[src/rtl/iq_frame_feeder.sv]
// Packs 16-bit I/Q samples in pairs into 32-bit layer-1 beats, forces a fixed frame length and appends zero pad beats.
// One cycle from the completing handshake to vld_out; s_ready drops only while zero-fill or pad beats are emitted.
module iq_frame_feeder #(
    parameter int FRAME_LEN = 1024,
    parameter int PAD_BEATS = 2,
    parameter int CNT_W     = $clog2(FRAME_LEN)
) (
    input  logic        clk,
    input  logic        rst,
    input  logic        s_valid,
    output logic        s_ready,
    input  logic [15:0] s_data,
    input  logic        s_last,
    output logic        vld_out,
    output logic [31:0] data_out,
    output logic        sof_out,
    output logic        eof_out,
    output logic        frame_err,
    output logic [15:0] frames_cnt
);
    localparam int HALF  = FRAME_LEN / 2;
    localparam int PAD_W = (PAD_BEATS > 1) ? $clog2(PAD_BEATS) : 1;
    localparam int BCW   = (CNT_W > PAD_W) ? CNT_W : PAD_W;

    typedef enum logic [1:0] {ACCEPT, ZFILL, DROP, PAD} state_t;

    state_t           state, state_nxt;
    logic [CNT_W-1:0] idx, idx_nxt;
    logic [15:0]      hold, hold_nxt;
    logic [BCW-1:0]   cnt, cnt_nxt;
    logic [BCW-1:0]   beat;
    logic             vld_nxt, sof_nxt, eof_nxt, err_nxt;
    logic [31:0]      dat_nxt;
    logic [15:0]      frames_nxt;
    logic             xfer, last_idx;

    assign s_ready  = ~rst & ((state == ACCEPT) || (state == DROP));
    assign xfer     = s_valid & s_ready;
    assign last_idx = (idx == CNT_W'(FRAME_LEN - 1));
    assign beat     = BCW'(idx >> 1);

    always_ff @(posedge clk) begin
        if (rst) begin
            state      <= ACCEPT;
            idx        <= '0;
            hold       <= '0;
            cnt        <= '0;
            vld_out    <= 1'b0;
            data_out   <= '0;
            sof_out    <= 1'b0;
            eof_out    <= 1'b0;
            frame_err  <= 1'b0;
            frames_cnt <= '0;
        end else begin
            state      <= state_nxt;
            idx        <= idx_nxt;
            hold       <= hold_nxt;
            cnt        <= cnt_nxt;
            vld_out    <= vld_nxt;
            data_out   <= dat_nxt;
            sof_out    <= sof_nxt;
            eof_out    <= eof_nxt;
            frame_err  <= err_nxt;
            frames_cnt <= frames_nxt;
        end
    end

    always_comb begin
        state_nxt  = state;
        idx_nxt    = idx;
        hold_nxt   = hold;
        cnt_nxt    = cnt;
        vld_nxt    = 1'b0;
        dat_nxt    = '0;
        sof_nxt    = 1'b0;
        eof_nxt    = 1'b0;
        err_nxt    = 1'b0;
        frames_nxt = frames_cnt;

        case (state)
            ACCEPT: begin
                if (xfer) begin
                    if (!idx[0]) begin
                        hold_nxt = s_data;
                    end else begin
                        vld_nxt = 1'b1;
                        dat_nxt = {hold, s_data};
                        sof_nxt = (beat == '0);
                        eof_nxt = last_idx;
                    end

                    if (last_idx) begin
                        idx_nxt = '0;
                        cnt_nxt = '0;
                        if (s_last) begin
                            state_nxt = PAD;
                        end else begin
                            state_nxt = DROP;
                            err_nxt   = 1'b1;
                        end
                    end else if (s_last) begin
                        // Early end: flush a half-filled pair now, zero-fill the remaining beats.
                        idx_nxt = '0;
                        err_nxt = 1'b1;
                        if (!idx[0]) begin
                            vld_nxt = 1'b1;
                            dat_nxt = {s_data, 16'h0000};
                            sof_nxt = (beat == '0);
                            eof_nxt = (beat == BCW'(HALF - 1));
                        end
                        if (beat == BCW'(HALF - 1)) begin
                            state_nxt = PAD;
                            cnt_nxt   = '0;
                        end else begin
                            state_nxt = ZFILL;
                            cnt_nxt   = beat + 1'b1;
                        end
                    end else begin
                        idx_nxt = idx + 1'b1;
                    end
                end
            end

            ZFILL: begin
                vld_nxt = 1'b1;
                if (cnt == BCW'(HALF - 1)) begin
                    eof_nxt   = 1'b1;
                    state_nxt = PAD;
                    cnt_nxt   = '0;
                end else begin
                    cnt_nxt = cnt + 1'b1;
                end
            end

            DROP: begin
                if (xfer && s_last) begin
                    state_nxt = PAD;
                    cnt_nxt   = '0;
                end
            end

            PAD: begin
                vld_nxt = 1'b1;
                if (cnt == BCW'(PAD_BEATS - 1)) begin
                    frames_nxt = frames_cnt + 1'b1;
                    state_nxt  = ACCEPT;
                    cnt_nxt    = '0;
                    idx_nxt    = '0;
                end else begin
                    cnt_nxt = cnt + 1'b1;
                end
            end

            default: state_nxt = ACCEPT;
        endcase
    end
endmodule

[config.mk]
export PLATFORM = sky130hd
export DESIGN_NAME = iq_frame_feeder
export DESIGN_NICKNAME = d
export VERILOG_FILES = /design/src/rtl/iq_frame_feeder.sv
export SDC_FILE = /design/constraint.sdc
export NUM_CORES = 1
export LEC_CHECK = 0
export ABC_AREA = 0
export CAP_MARGIN = 30
export CELL_PAD_IN_SITES_DETAIL_PLACEMENT = 1
export CELL_PAD_IN_SITES_GLOBAL_PLACEMENT = 1
export CORE_MARGIN = 10
export CORE_UTILIZATION = 42
export DETAILED_ROUTE_END_ITERATION = 8
export PLACE_DENSITY_LB_ADDON = 0.3
export SYNTH_ARGS = -nofsm -noshare
export SYNTH_HDL_FRONTEND = slang
export SYNTH_SLANG_ARGS = --single-unit
[constraint.sdc]
create_clock -name clk -period 5.6 [get_ports clk]
set_clock_uncertainty 0.2 [all_clocks]
set_input_delay 0.56 -clock clk [delete_from_list [all_inputs] [get_ports clk]]
set_output_delay 0.56 -clock clk [all_outputs]
set_load 0.05 [all_outputs]
==> impl_metrics.json <==
{
  "synthFlopType": "dfxtp_1",
  "synth_common_cells": "dfxtp_1 (90), nand2_1 (48), nor2_1 (44)",
  "grt-ovfl-total": 0,
  "synth_seq_area_share_pct": 45.1,
  "status": "complete, no violations",
  "drc": 0,
  "antenna_cells": 0,
  "rsz0062_at_grt": "false",
  "area_delta_synth_final_pct": 26.0,
  "cts_tree": "done",
  "yosys.area.top_type": "dfxtp_1",
  "wl_met2_mm": 5.68,
  "wire_per_inst_um": 17.8,
  "p_leak_uw": 0.00177,
  "cts-root-buf": "clkbuf_8",
  "timing.final.crit_share_pct": 67.3,
  "synth_area_per_cell_sq_um": 9.01,
  "clkLatencyLatePin_ns": 0.35,
  "synth-edff-count": 0,
  "dr.pass1.iters": 4,
  "ys.warnings.count": 0,
  "syn-num-nets": 478,
  "slew_viol_final": 0,
  "grt_pass1_wl_mm": 19.2,
  "yosysMostFrequentCell": "dfxtp_1",
  "cts_hold_repair.buffers": 0,
  "async_reset_ff_share_pct": 0,
  "path_class": "reg -> reg",
  "cp_cell_sequence": "ha_1 -> nand2_1 -> nor3_2 -> inv_1 -> ha_1 -> or3b_4 -> a22oi_4 -> nand3b_1 -> or3_1 -> a21oi_1",
  "min_path_type": "reg -> reg",
  "vdd_ir_drop_max_mv": 0.131,
  "core-area_sq_um": 9240,
  "r2r_start": "idx[0]",
  "ant_nets": 0,
  "dr_total_vias": 3514,
  "hold_violations": 0,
  "endpoint_kind": "flop",
  "r2r_end": "state[1]",
  "synth-seq-cells": 90,
  "dpl.hpwl_mm": 8.58,
  "clkTransAtPathRegs_ns": 0.10,
  "synth_top_area_share_pct": 45.1,
  "start_util_pct": 43.3,
  "gp_congestion": 0.848,
  "hold-path-cell-count": 2,
  "rr_worst_depth": 10,
  "layout-drive-gt1-share_pct": 7.16,
  "crit_path_max_incr_delay_ns": 0.82,
  "worstHoldEndpoint": "hold[7]",
  "fill_cells": 1080,
  "finalSetupViolations": 0,
  "cp_data_arrival_time_ns": 3.85,
  "antenna_found_initial": 0,
  "syn_inst": 444,
  "clk_path_buf_depth": 2,
  "hp-start": "hold[7]",
  "drtIter0Drc": 149,
  "rrSetupSlack_ns": 1.83,
  "synth_area_leaders": "dfxtp_1 (45%), xnor2_1 (5.3%), nand2_1 (4.5%), ha_1 (4.4%), nor2_1 (4.1%)",
  "setup_tns_ns": 0,
  "routed_wl_mm": 11.5,
  "required_ns": 5.68,
  "die_h_um": 118,
  "cts_buffers": 9,
  "io_pins": 73,
  "wl_met3_um": 552,
  "highest_layer": "met4",
  "nNetsFinal": 546,
  "synth_area_sq_um": 4000,
  "synth_cell_types": 49,
  "clock.fmax_ghz": 0.265,
  "hold_ws_ns": 0.259,
  "slowest_stage": "dfxtp_1",
  "grt_max_degree": 30,
  "crit_path_frequent_cell": "ha_1",
  "cts.sinks": 90,
  "relSlewSlack_pct": 49.8,
  "htree_levels": 3,
  "track_usage_pct": 16.6,
  "die_area_sq_um": 13800,
  "fin_crit_ns": 3.77,
  "p_total_uw": 1640,
  "start_kind": "flop",
  "die_w_um": 118,
  "io_buffers": 72,
  "grt_pass1_vias": 3613,
  "postCtsSetupBuffers": 0,
  "power_density_nw_per_um2": 325,
  "worstMarginPinSlew_ns": 0.752,
  "vias_per_cell": 5.44,
  "max-cap-violations": 0,
  "met1_length_mm": 5.08,
  "worstPathMaxFanout": 23,
  "ctsResizeCount": 0,
  "placementRows": 35
}
metrics by stage:
stage	utilization (%)	cell area (sq um)	setup slack (ns)	std cells
final	54.5	5040	1.83	646
after global placement	51.9	4800	2.14	627
after detailed placement	52.2	4820	1.93	630
after CTS	54.5	5040	1.82	646
after global routing	54.5	5040	1.63	646
after floorplan	-	4000	2.76	444
kinds of logic (layout without fill, tap and decap cells):
family / Yosys count / count (layout) / share of synthesized area [%]
and+or+nand+nor: 186 / 186 / 24.3
DFF: 90 / 90 / 45.1
AOI/OAI and AO/OA: 80 / 80 / 15.0
buffers and inverters: 44 / 117 / 4.63
xor gates and xnor gates: 28 / 28 / 6.13
adders and majority gates: 14 / 14 / 4.38
muxes: 2 / 2 / 0.501
routing by layer:
metal  track usage, %  up-vias
met1             19.4     1729
met4             4.79        0
li1                 -     1702
met3             4.41       11
met2             28.8       72
met5                0        -
placed cells by master, fill, tap and decap left out, types with 4 or more instances in the layout:
cell / netlist / routed
and3_1: 19 / 19
a21oi_1: 25 / 25
a31oi_1: 4 / 4
nor3_1: 11 / 11
a22o_1: 17 / 17
o21ai_0: 7 / 7
clkdlybuf4s50_1: 0 / 71
dfxtp_1: 90 / 90
nand2_1: 48 / 48
nor4_1: 16 / 16
buf_4: 0 / 4
ha_1: 14 / 14
o32ai_1: 5 / 5
inv_1: 24 / 24
a211oi_1: 4 / 4
xor2_1: 4 / 4
nand3_1: 18 / 18
xnor2_1: 24 / 24
clkbuf_8: 0 / 9
nand4_1: 6 / 6
nor2_1: 44 / 44
nand3b_1: 4 / 4
sequential cells by signal, indices dropped and copies added (netlist names):
register,count
cnt,10
frames_cnt,16
sof_out,1
vld_out,1
data_out,32
frame_err,1
state,2
idx,10
hold,16
eof_out,1
where the power goes:
part	internal [uW]	switching (uW)
combinational	156	286
sequential	684	39.8
clock	219	255
total	1060	581
worst max path at each step:
stage | slack (ns) | cells past startpoint | to | start
2_1_floorplan | 2.76 | 10 | state[1] | idx[1]
6_report | 1.83 | 10 | state[1] | idx[0]
3_3_place_gp | 2.14 | 10 | state[1] | idx[0]
4_1_cts | 1.82 | 10 | state[1] | idx[0]
3_5_place_dp | 1.93 | 10 | state[1] | idx[0]
5_1_grt | 1.63 | 10 | state[1] | idx[0]
final cells by class:
| class | instances | area [sq um] | area share, % |
|---|---|---|---|
| inverters | 24 | 90.1 | 1.79 |
| flip-flops and latches | 90 | 1800 | 35.7 |
| multi-input cells | 310 | 2010 | 39.9 |
| well taps | 129 | 161 | 3.20 |
| clock buffers | 9 | 124 | 2.46 |
| clock inverters | 7 | 93.8 | 1.86 |
| repair buffers | 77 | 757 | 15.0 |
critical path: cells and delay by family (launching register included):
kind                     cells  cell delay, ns
adder cells (fa/ha/maj)      2            0.53
buffers and inverters        1            0.19
flip-flops                   1            0.82
AND/OR/NAND/NOR              5            1.53
AO/OA/AOI/OAI                2            0.42
No activity file was read; power rests on OpenSTA's default activity.
